**src/rtl/dmem_pkg.sv**
```systemverilog
// Shared types for the data-memory master: op codes, FSM states and
// small decode helpers used by both the FSM and the lane aligner.
package dmem_pkg;

  localparam int DMEM_ADDR_W = 10;
  localparam int DMEM_DATA_W = 32;

  typedef enum logic [2:0] {
    OP_LW  = 3'd0,
    OP_LH  = 3'd1,
    OP_LHU = 3'd2,
    OP_LB  = 3'd3,
    OP_LBU = 3'd4,
    OP_SW  = 3'd5,
    OP_SH  = 3'd6,
    OP_SB  = 3'd7
  } dmem_op_e;

  typedef enum logic [2:0] {
    ST_IDLE     = 3'd0,
    ST_RD_ISSUE = 3'd1,
    ST_RD_DATA  = 3'd2,
    ST_WR       = 3'd3,
    ST_RESP     = 3'd4
  } dmem_state_e;

  typedef enum logic [1:0] {
    SZ_BYTE = 2'd0,
    SZ_HALF = 2'd1,
    SZ_WORD = 2'd2
  } dmem_size_e;

  function automatic logic OP_IS_STORE(dmem_op_e op);
    return (op == OP_SW) || (op == OP_SH) || (op == OP_SB);
  endfunction

  function automatic dmem_size_e OP_SIZE(dmem_op_e op);
    case (op)
      OP_LW, OP_SW:          return SZ_WORD;
      OP_LH, OP_LHU, OP_SH:  return SZ_HALF;
      default:               return SZ_BYTE;
    endcase
  endfunction

endpackage

```
**src/rtl/dmem_lane_align.sv**
```systemverilog
// Little-endian lane handling: extracts and extends load lanes, and merges
// sub-word store data into the previously read word.
module dmem_lane_align
  import dmem_pkg::*;
(
  input  dmem_op_e    op,
  input  logic [1:0]  offset,
  input  logic [31:0] old_word,
  input  logic [31:0] wdata,
  output logic [31:0] load_data,
  output logic [31:0] merged
);

  logic [4:0]  sh;
  logic [15:0] lane;
  logic [31:0] mask;

  always_comb begin
    sh   = {offset, 3'b000};
    lane = 16'(old_word >> sh);
    mask = (OP_SIZE(op) == SZ_HALF) ? (32'h0000_FFFF << sh) : (32'h0000_00FF << sh);
    if (OP_SIZE(op) == SZ_WORD) begin
      merged = wdata;
    end else begin
      merged = (old_word & ~mask) | ((wdata << sh) & mask);
    end
    case (op)
      OP_LH:   load_data = {{16{lane[15]}}, lane};
      OP_LHU:  load_data = {16'h0000, lane};
      OP_LB:   load_data = {{24{lane[7]}}, lane[7:0]};
      OP_LBU:  load_data = {24'h000000, lane[7:0]};
      default: load_data = old_word;
    endcase
  end

endmodule

```
**src/rtl/dmem_master.sv**
```systemverilog
// Data-memory initiator: takes CPU load/store requests, drives a single-port
// word memory with 1-cycle read latency, and does sub-word stores by RMW.
module dmem_master
  import dmem_pkg::*;
#(
  parameter int ADDR_W = DMEM_ADDR_W,
  parameter int DATA_W = DMEM_DATA_W
) (
  input  logic              clk,
  input  logic              rst_n,
  input  logic              req_valid,
  output logic              req_ready,
  input  logic [2:0]        req_op,
  input  logic [31:0]       req_addr,
  input  logic [DATA_W-1:0] req_wdata,
  output logic              resp_valid,
  input  logic              resp_ready,
  output logic [DATA_W-1:0] resp_rdata,
  output logic              resp_err,
  output logic [ADDR_W-1:0] mem_addr,
  output logic [DATA_W-1:0] mem_din,
  output logic              mem_rw,
  input  logic [DATA_W-1:0] mem_dout
);

  // Handshakes: a transfer happens on a rising edge where valid && ready.
  // req_ready is high only in IDLE; resp_valid is high only in RESP and the
  // response fields hold until resp_ready completes the transfer.

  dmem_state_e       state_q, state_d;
  dmem_op_e          req_op_e, op_q;
  logic [1:0]        off_q;
  logic [DATA_W-1:0] wdata_q, merged_q, rdata_q;
  logic [ADDR_W-1:0] waddr_q;
  logic              err_q;
  logic              accept, req_err;
  logic [DATA_W-1:0] load_data, merged;

  assign req_op_e = dmem_op_e'(req_op);
  assign accept   = req_valid && (state_q == ST_IDLE);

  // Out-of-range or misaligned requests never touch the memory.
  assign req_err = (|req_addr[31:ADDR_W+2])
                || ((OP_SIZE(req_op_e) == SZ_HALF) && req_addr[0])
                || ((OP_SIZE(req_op_e) == SZ_WORD) && (req_addr[1:0] != 2'b00));

  always_ff @(posedge clk or negedge rst_n) begin
    if (!rst_n) state_q <= ST_IDLE;
    else        state_q <= state_d;
  end

  always_comb begin
    state_d = state_q;
    case (state_q)
      ST_IDLE: begin
        if (req_valid) begin
          if (req_err)                state_d = ST_RESP;
          else if (req_op_e == OP_SW) state_d = ST_WR;
          else                        state_d = ST_RD_ISSUE;
        end
      end
      ST_RD_ISSUE: state_d = ST_RD_DATA;
      ST_RD_DATA:  state_d = OP_IS_STORE(op_q) ? ST_WR : ST_RESP;
      ST_WR:       state_d = ST_RESP;
      ST_RESP:     if (resp_ready) state_d = ST_IDLE;
      default:     state_d = ST_IDLE;
    endcase
  end

  always_ff @(posedge clk or negedge rst_n) begin
    if (!rst_n) begin
      op_q     <= OP_LW;
      off_q    <= '0;
      wdata_q  <= '0;
      merged_q <= '0;
      rdata_q  <= '0;
      waddr_q  <= '0;
      err_q    <= 1'b0;
    end else if (accept) begin
      op_q    <= req_op_e;
      off_q   <= req_addr[1:0];
      wdata_q <= req_wdata;
      waddr_q <= req_addr[ADDR_W+1:2];
      err_q   <= req_err;
      rdata_q <= '0;
    end else if (state_q == ST_RD_DATA) begin
      merged_q <= merged;
      if (!OP_IS_STORE(op_q)) rdata_q <= load_data;
    end
  end

  dmem_lane_align u_align (
    .op        (op_q),
    .offset    (off_q),
    .old_word  (mem_dout),
    .wdata     (wdata_q),
    .load_data (load_data),
    .merged    (merged)
  );

  // mem_rw decodes the state register directly so an async reset drops it at once.
  assign req_ready  = (state_q == ST_IDLE);
  assign resp_valid = (state_q == ST_RESP);
  assign resp_rdata = rdata_q;
  assign resp_err   = err_q;
  assign mem_rw     = (state_q == ST_WR);
  assign mem_addr   = waddr_q;
  assign mem_din    = (op_q == OP_SW) ? wdata_q : merged_q;

endmodule
```
**config.mk**
```make
export PLATFORM = sky130hd
export DESIGN_NAME = dmem_master
export DESIGN_NICKNAME = d
export VERILOG_FILES = /design/src/rtl/dmem_pkg.sv /design/src/rtl/dmem_lane_align.sv /design/src/rtl/dmem_master.sv
export SDC_FILE = /design/constraint.sdc
export NUM_CORES = 1
export LEC_CHECK = 0
export CAP_MARGIN = 5
export CORE_ASPECT_RATIO = 1.25
export CORE_MARGIN = 1.5
export CORE_UTILIZATION = 45
export DETAILED_ROUTE_END_ITERATION = 7
export GPL_ROUTABILITY_DRIVEN = 1
export PLACE_DENSITY = 0.8
export SYNTH_ARGS = -nofsm -noshare
export SYNTH_HDL_FRONTEND = slang
export SYNTH_HIERARCHICAL = 1
export SYNTH_SLANG_ARGS = --single-unit
```
**constraint.sdc**
```tcl
create_clock -name clk -period 1.92 [get_ports clk]
set_clock_uncertainty 0.1 [all_clocks]
set_input_delay 0.288 -clock clk [delete_from_list [all_inputs] [get_ports clk]]
set_output_delay 0.288 -clock clk [all_outputs]
set_load 0.01 [all_outputs]
```
-- After elaboration in Yosys (flattened, before gate mapping)
Index checks and enable logic that the tools add are counted.
- reduce and logical (&&, ||, !) cells: 20
- bitwise gates (word level): 5
- mux-type cells: 15
- shift operators: 4
- equal/unequal tests: 22
- operators by type and width (cell ; count):
    32-bit two-way mux ; 6
    32-bit case mux with 4 select lines ; 1
    32-bit bitwise AND ; 2
    32-bit inverter ; 1
    32-bit OR ; 1
    16-bit by 5-bit << shifter with 32-bit output (first input constant) ; 1
    32-bit by 5-bit << shifter with 32-bit output ; 1
    8-bit by 5-bit << shifter with 32-bit output (first input constant) ; 1
    32-bit by 5-bit >> shifter with 16-bit output ; 1
    3-bit == test (second input constant) ; 7
    20-bit OR reduction ; 1
    3-bit by 2-bit == test with 1-bit output (second input constant) ; 5
    3-bit case mux with 5 select lines ; 1
    3-bit two-way mux ; 4
    3-bit by 1-bit == test with 1-bit output (second input constant) ; 3
    3-bit zero test ; 3
    2-bit case mux with 2 select lines ; 2
    2-bit AND reduction ; 3
    3-bit OR reduction ; 2
    2-bit by 1-bit == test with 1-bit output (second input constant) ; 2
    2-bit == test (second input constant) ; 2
    1-bit logical OR ; 4
    2-bit inequality test (second input constant) ; 2
    2-bit nonzero test ; 2
    5 further kinds ; 8
- flip-flop bits (word level): 115
- output and inout port bits: 78
- input bits: 103

-- Depth between registers and ports, before layout
- depth in word-level cells: 10
- gate-level depth with buffers: 8

-- Modules after synthesis
The synthesis kept the hierarchy.
- by module, submodules not included (module ; cells each ; times used ; area an instance (um2) ; seq. area each (um2)):
    dmem_master ; 414 ; 1 ; 4755.8 ; 2877.8
    dmem_lane_align ; 322 ; 1 ; 2062.0 ; 0.0

-- Worst setup path before layout
OpenSTA, ideal clock, no wires.
- path kind: register -> register
- start: register off_q[0]
- end: register merged_q[0]
- cell stages (with the launch flop): 7
- slack: -0.070 ns
- data arrival time: 1.765 ns
- setup time: 0.125 ns
- path buffers: 3
- cell sequence: dfrtp_1 -> buf_4 -> buf_4 -> buf_4 -> o21bai_2 -> mux2_2 -> mux2_2
- longest elaborated chain between the ends: 6
- elaborated cells on any way between the ends: 9
- ends and longest elaborated chain (what ; RTL line ; RTL):
    start: declaration ; dmem_master.sv:32 ; logic [1:0] off_q;
    start signal: assignment ; dmem_master.sv:81 ; off_q <= req_addr[1:0];
    16-bit by 5-bit << shifter with 32-bit output or 8-bit by 5-bit << shifter with 32-bit output (tied branches) ; dmem_lane_align.sv:21 ; mask = (OP_SIZE(op) == SZ_HALF) ? (32'h0000_FFFF << sh) : (32'h0000_00FF << sh);
    32-bit two-way mux ; dmem_lane_align.sv:21 ;
    32-bit inverter ; dmem_lane_align.sv:25 ; merged = (old_word & ~mask) | ((wdata << sh) & mask);
    32-bit bitwise AND ; dmem_lane_align.sv:25 ;
    32-bit OR (*) ; dmem_lane_align.sv:25 ;
    32-bit two-way mux (*) ; dmem_lane_align.sv:22 ; if (OP_SIZE(op) == SZ_WORD) begin
    via merged[0] ; dmem_master.sv:37 ; logic [DATA_W-1:0] load_data, merged;
    end signal: assignment ; dmem_master.sv:87 ; merged_q <= merged;
    end: declaration ; dmem_master.sv:33 ; logic [DATA_W-1:0] wdata_q, merged_q, rdata_q;
Mark *: on every way through the listed nets, which the timed path passes. The rest lies on a longest branch.
A chain may end at the register's enable or synchronous reset.

-- Final worst setup path
- start: register off_q[1]
- end: register merged_q[21]
Same word-level chain as after synthesis.

==> results.py <==
metrics = {
    "outcome": {
        "status": "finished with violations",
        "violations": "setup timing",
    },
    "final_layout": {
        "fin_nets": 1089,
        "multi_input_area_um2": 4500,
        "nFillCells": 888,
        "area_growth_syn_to_layout_pct": 63.6,
        "drive_above_1_share_pct": 35.8,
        "final_area_um2": 11200,
        "final_common_cell": "nand2_1",
        "final_util_pct": 74.9,
        "final_cells": 1181,
        "n_antenna_cell": 0,
        "final_cell_mix": "nand2_1, clkdlybuf4s50_1, dfrtp_1, buf_6, buf_4",
        "register_area_um2": 2880,
    },
    "placed_design": {
        "hpwl_um": 15100,
        "post-place-ws_ps": -373,
        "dpl_cell_area_um2": 9260,
        "place_congestion": 0.903,
        "port_buffers": 180,
        "dpl.cell_count": 1119,
    },
    "worst_setup_path": {
        "crit_required_ps": 2130,
        "timing.rr.end": "merged_q[21]$_DFFE_PN0P_",
        "crit_fanout": 8,
        "r2r_setup_slack_ps": -630,
        "r2r_start": "off_q[1]$_DFFE_PN0P_",
        "critPathLaunch": "off_q[1]$_DFFE_PN0P_",
        "crit_type": "reg -> reg",
        "critical_path_arrival_ps": 2760,
        "rr_worst_depth": 6,
        "start_kind": "flop",
        "end_kind": "flop",
    },
    "global_route": {
        "grt_pass1_vias": 6999,
        "grt_pass1_wl_um": 37600,
        "grt_usage_pct": 30.5,
        "grt_max_degree": 35,
        "antenna_found_initial": 0,
        "grt_remaining_overflow": 0,
    },
    "die": {
        "initial_utilization_pct": 45.8,
        "rows": 50,
        "die_x_um": 113,
        "dieHeight_um": 141,
        "core_area_um2": 14900,
        "num_io_pins": 181,
        "die_area_um2": 15900,
    },
    "pwr": {
        "worst_ir_drop_vdd_uv": 543,
        "total_power_mw": 10.9,
        "p_per_area_nw_per_um2": 982,
        "total_leakage_power_nw": 5.12,
    },
    "routing": {
        "ant_nets": 0,
        "vias_per_cell": 6.49,
        "drt-total-wl_um": 29500,
        "wl_per_cell_um": 25.0,
        "vias": 7669,
        "drt_iter0_drc": 1055,
        "dr.pass1.iters": 5,
        "drc_errors": 0,
    },
    "yosys": {
        "ys_async_sr_fraction_pct": 100,
        "yosysWarnings": 6,
        "synth_top_area_share_pct": 42.2,
        "netlist_area_um2": 6820,
        "yosysTopAreaCell": "dfrtp_1",
        "ys_ff_latch": 115,
        "synth_edf_count": 0,
        "avgSynthCellArea_um2": 9.26,
        "synth_area_leaders": "dfrtp_1, mux2_2, nand2_1",
        "syn_inst": 736,
        "yosys_most_used_dff": "dfrtp_1",
        "ys_seq_area_share_pct": 42.2,
        "syn_nets": 839,
        "ys_types": 47,
    },
    "sta": {
        "hold_violations": 0,
        "fin_crit_sh_pct": 133,
        "setup_slack_ps": -628,
        "tns_ps": -24640,
        "slew_headroom_pct": 46.1,
        "setup_violations": 96,
        "tightest_slew_ps": 805,
        "finalMaxSlewViolations": 0,
        "period_minus_slack_ps": 2550,
        "whs_ps": 243,
        "rsz0062_at_grt": "yes",
        "fmax_mhz": 392,
    },
    "clock_network": {
        "clk_pin_slew_ps": 60,
        "cts_tree": "done",
        "clock_sinks": 115,
        "cts_made_buffers": 17,
        "insertion_delay_ps": 430,
        "root_buffer": "clkbuf_16",
        "h-tree-depth": 4,
        "cts_buffer_depth": 2,
    },
    "job": {
        "maxCapViolations": 0,
    },
    "min_path": {
        "hold_class": "in -> async",
    },
}
## final cells by class
| type | count | area share, % |
|---|---|---|
| multi-input cells | 557 | 40.4 |
| clock buffers | 19 | 4.06 |
| repair buffers | 283 | 26.0 |
| flip-flops and latches | 115 | 25.9 |
| well taps | 182 | 2.04 |
| clock inverters | 13 | 1.34 |
| inverters | 12 | 0.404 |
## worst max path at each step
| stage | to | slack, ps |
|---|---|---|
| after floorplan | resp_rdata[18]$_DFFE_PN0P_ | -10 |
| after global placement | resp_rdata[17]$_DFFE_PN0P_ | -310 |
| after detailed placement | resp_rdata[19]$_DFFE_PN0P_ | -370 |
| after CTS | mem_din[15] | -250 |
| after global routing | merged_q[23]$_DFFE_PN0P_ | -550 |
| final | merged_q[21]$_DFFE_PN0P_ | -630 |
## cells in the mapped netlist (all sizes together), types with 2 or more instances
master and instances:
nand3 2, nor4 7, nand4 16, nor2b 13, mux2 80, o221a 7, clkbuf 21, nor3b 4
xor2 2, o31ai 10, a31oi 7, and2 20, maj3 8, nand3b 2, dfrtp 115, inv 12
nor2 26, o21bai 2, nand2b 2, a22o 32, o21ai 36, a221oi 15, nand2 212, nor3 12
mux2i 32, buf 33
## critical path: stages (launching register included)
cell and delay [ps]:
dfrtp_1 640, xor2_1 590, o31ai_4 230, buf_6 210, a221oi_4 280, o31ai_2 120, mux2_4 260
## where the power goes
part	total (mW)	switching (mW)	internal, mW
Sequential	2.95	0.322	2.63
Clock	3.29	1.29	1.99
Combinational	4.71	2.50	2.21
## logic make-up (layout without fill, tap and decap cells)
| group | Yosys count | in the layout | share of synthesized area [%] |
|---|---|---|---|
| AO/OA/AOI/OAI | 114 | 114 | 12.8 |
| XOR/XNOR | 2 | 2 | 0.257 |
| adder cells (fa/ha/maj) | 8 | 8 | 1.17 |
| buffers and inverters | 66 | 327 | 4.61 |
| flip-flops | 115 | 115 | 42.2 |
| multiplexers | 113 | 113 | 18.2 |
| AND/OR/NAND/NOR | 318 | 320 | 20.8 |
## sequential cells by signal, indices dropped and copies added (netlist names)
| signal | count |
|---|---|
| wdata_q | 32 |
| resp_err | 1 |
| resp_rdata | 32 |
| off_q | 2 |
| merged_q | 32 |
| state_q | 3 |
| op_q | 3 |
| mem_addr | 10 |
## routing by layer
metal	wire (µm)	global-route usage, %
met1	10500	36.1
met2	13500	49.8
met4	2740	21.2
met5	0	0
met3	2750	6.19
## repair_timing
item,in CTS,in global routing
hold buffers,1,0
hold endpoints to repair,23,0
gates cloned,4,5
endpoints found under the setup margin,93,96
buffers inserted,15,7
pin swaps,22,57
resized for setup,292,104
Power figures use the tool's default switching activity.
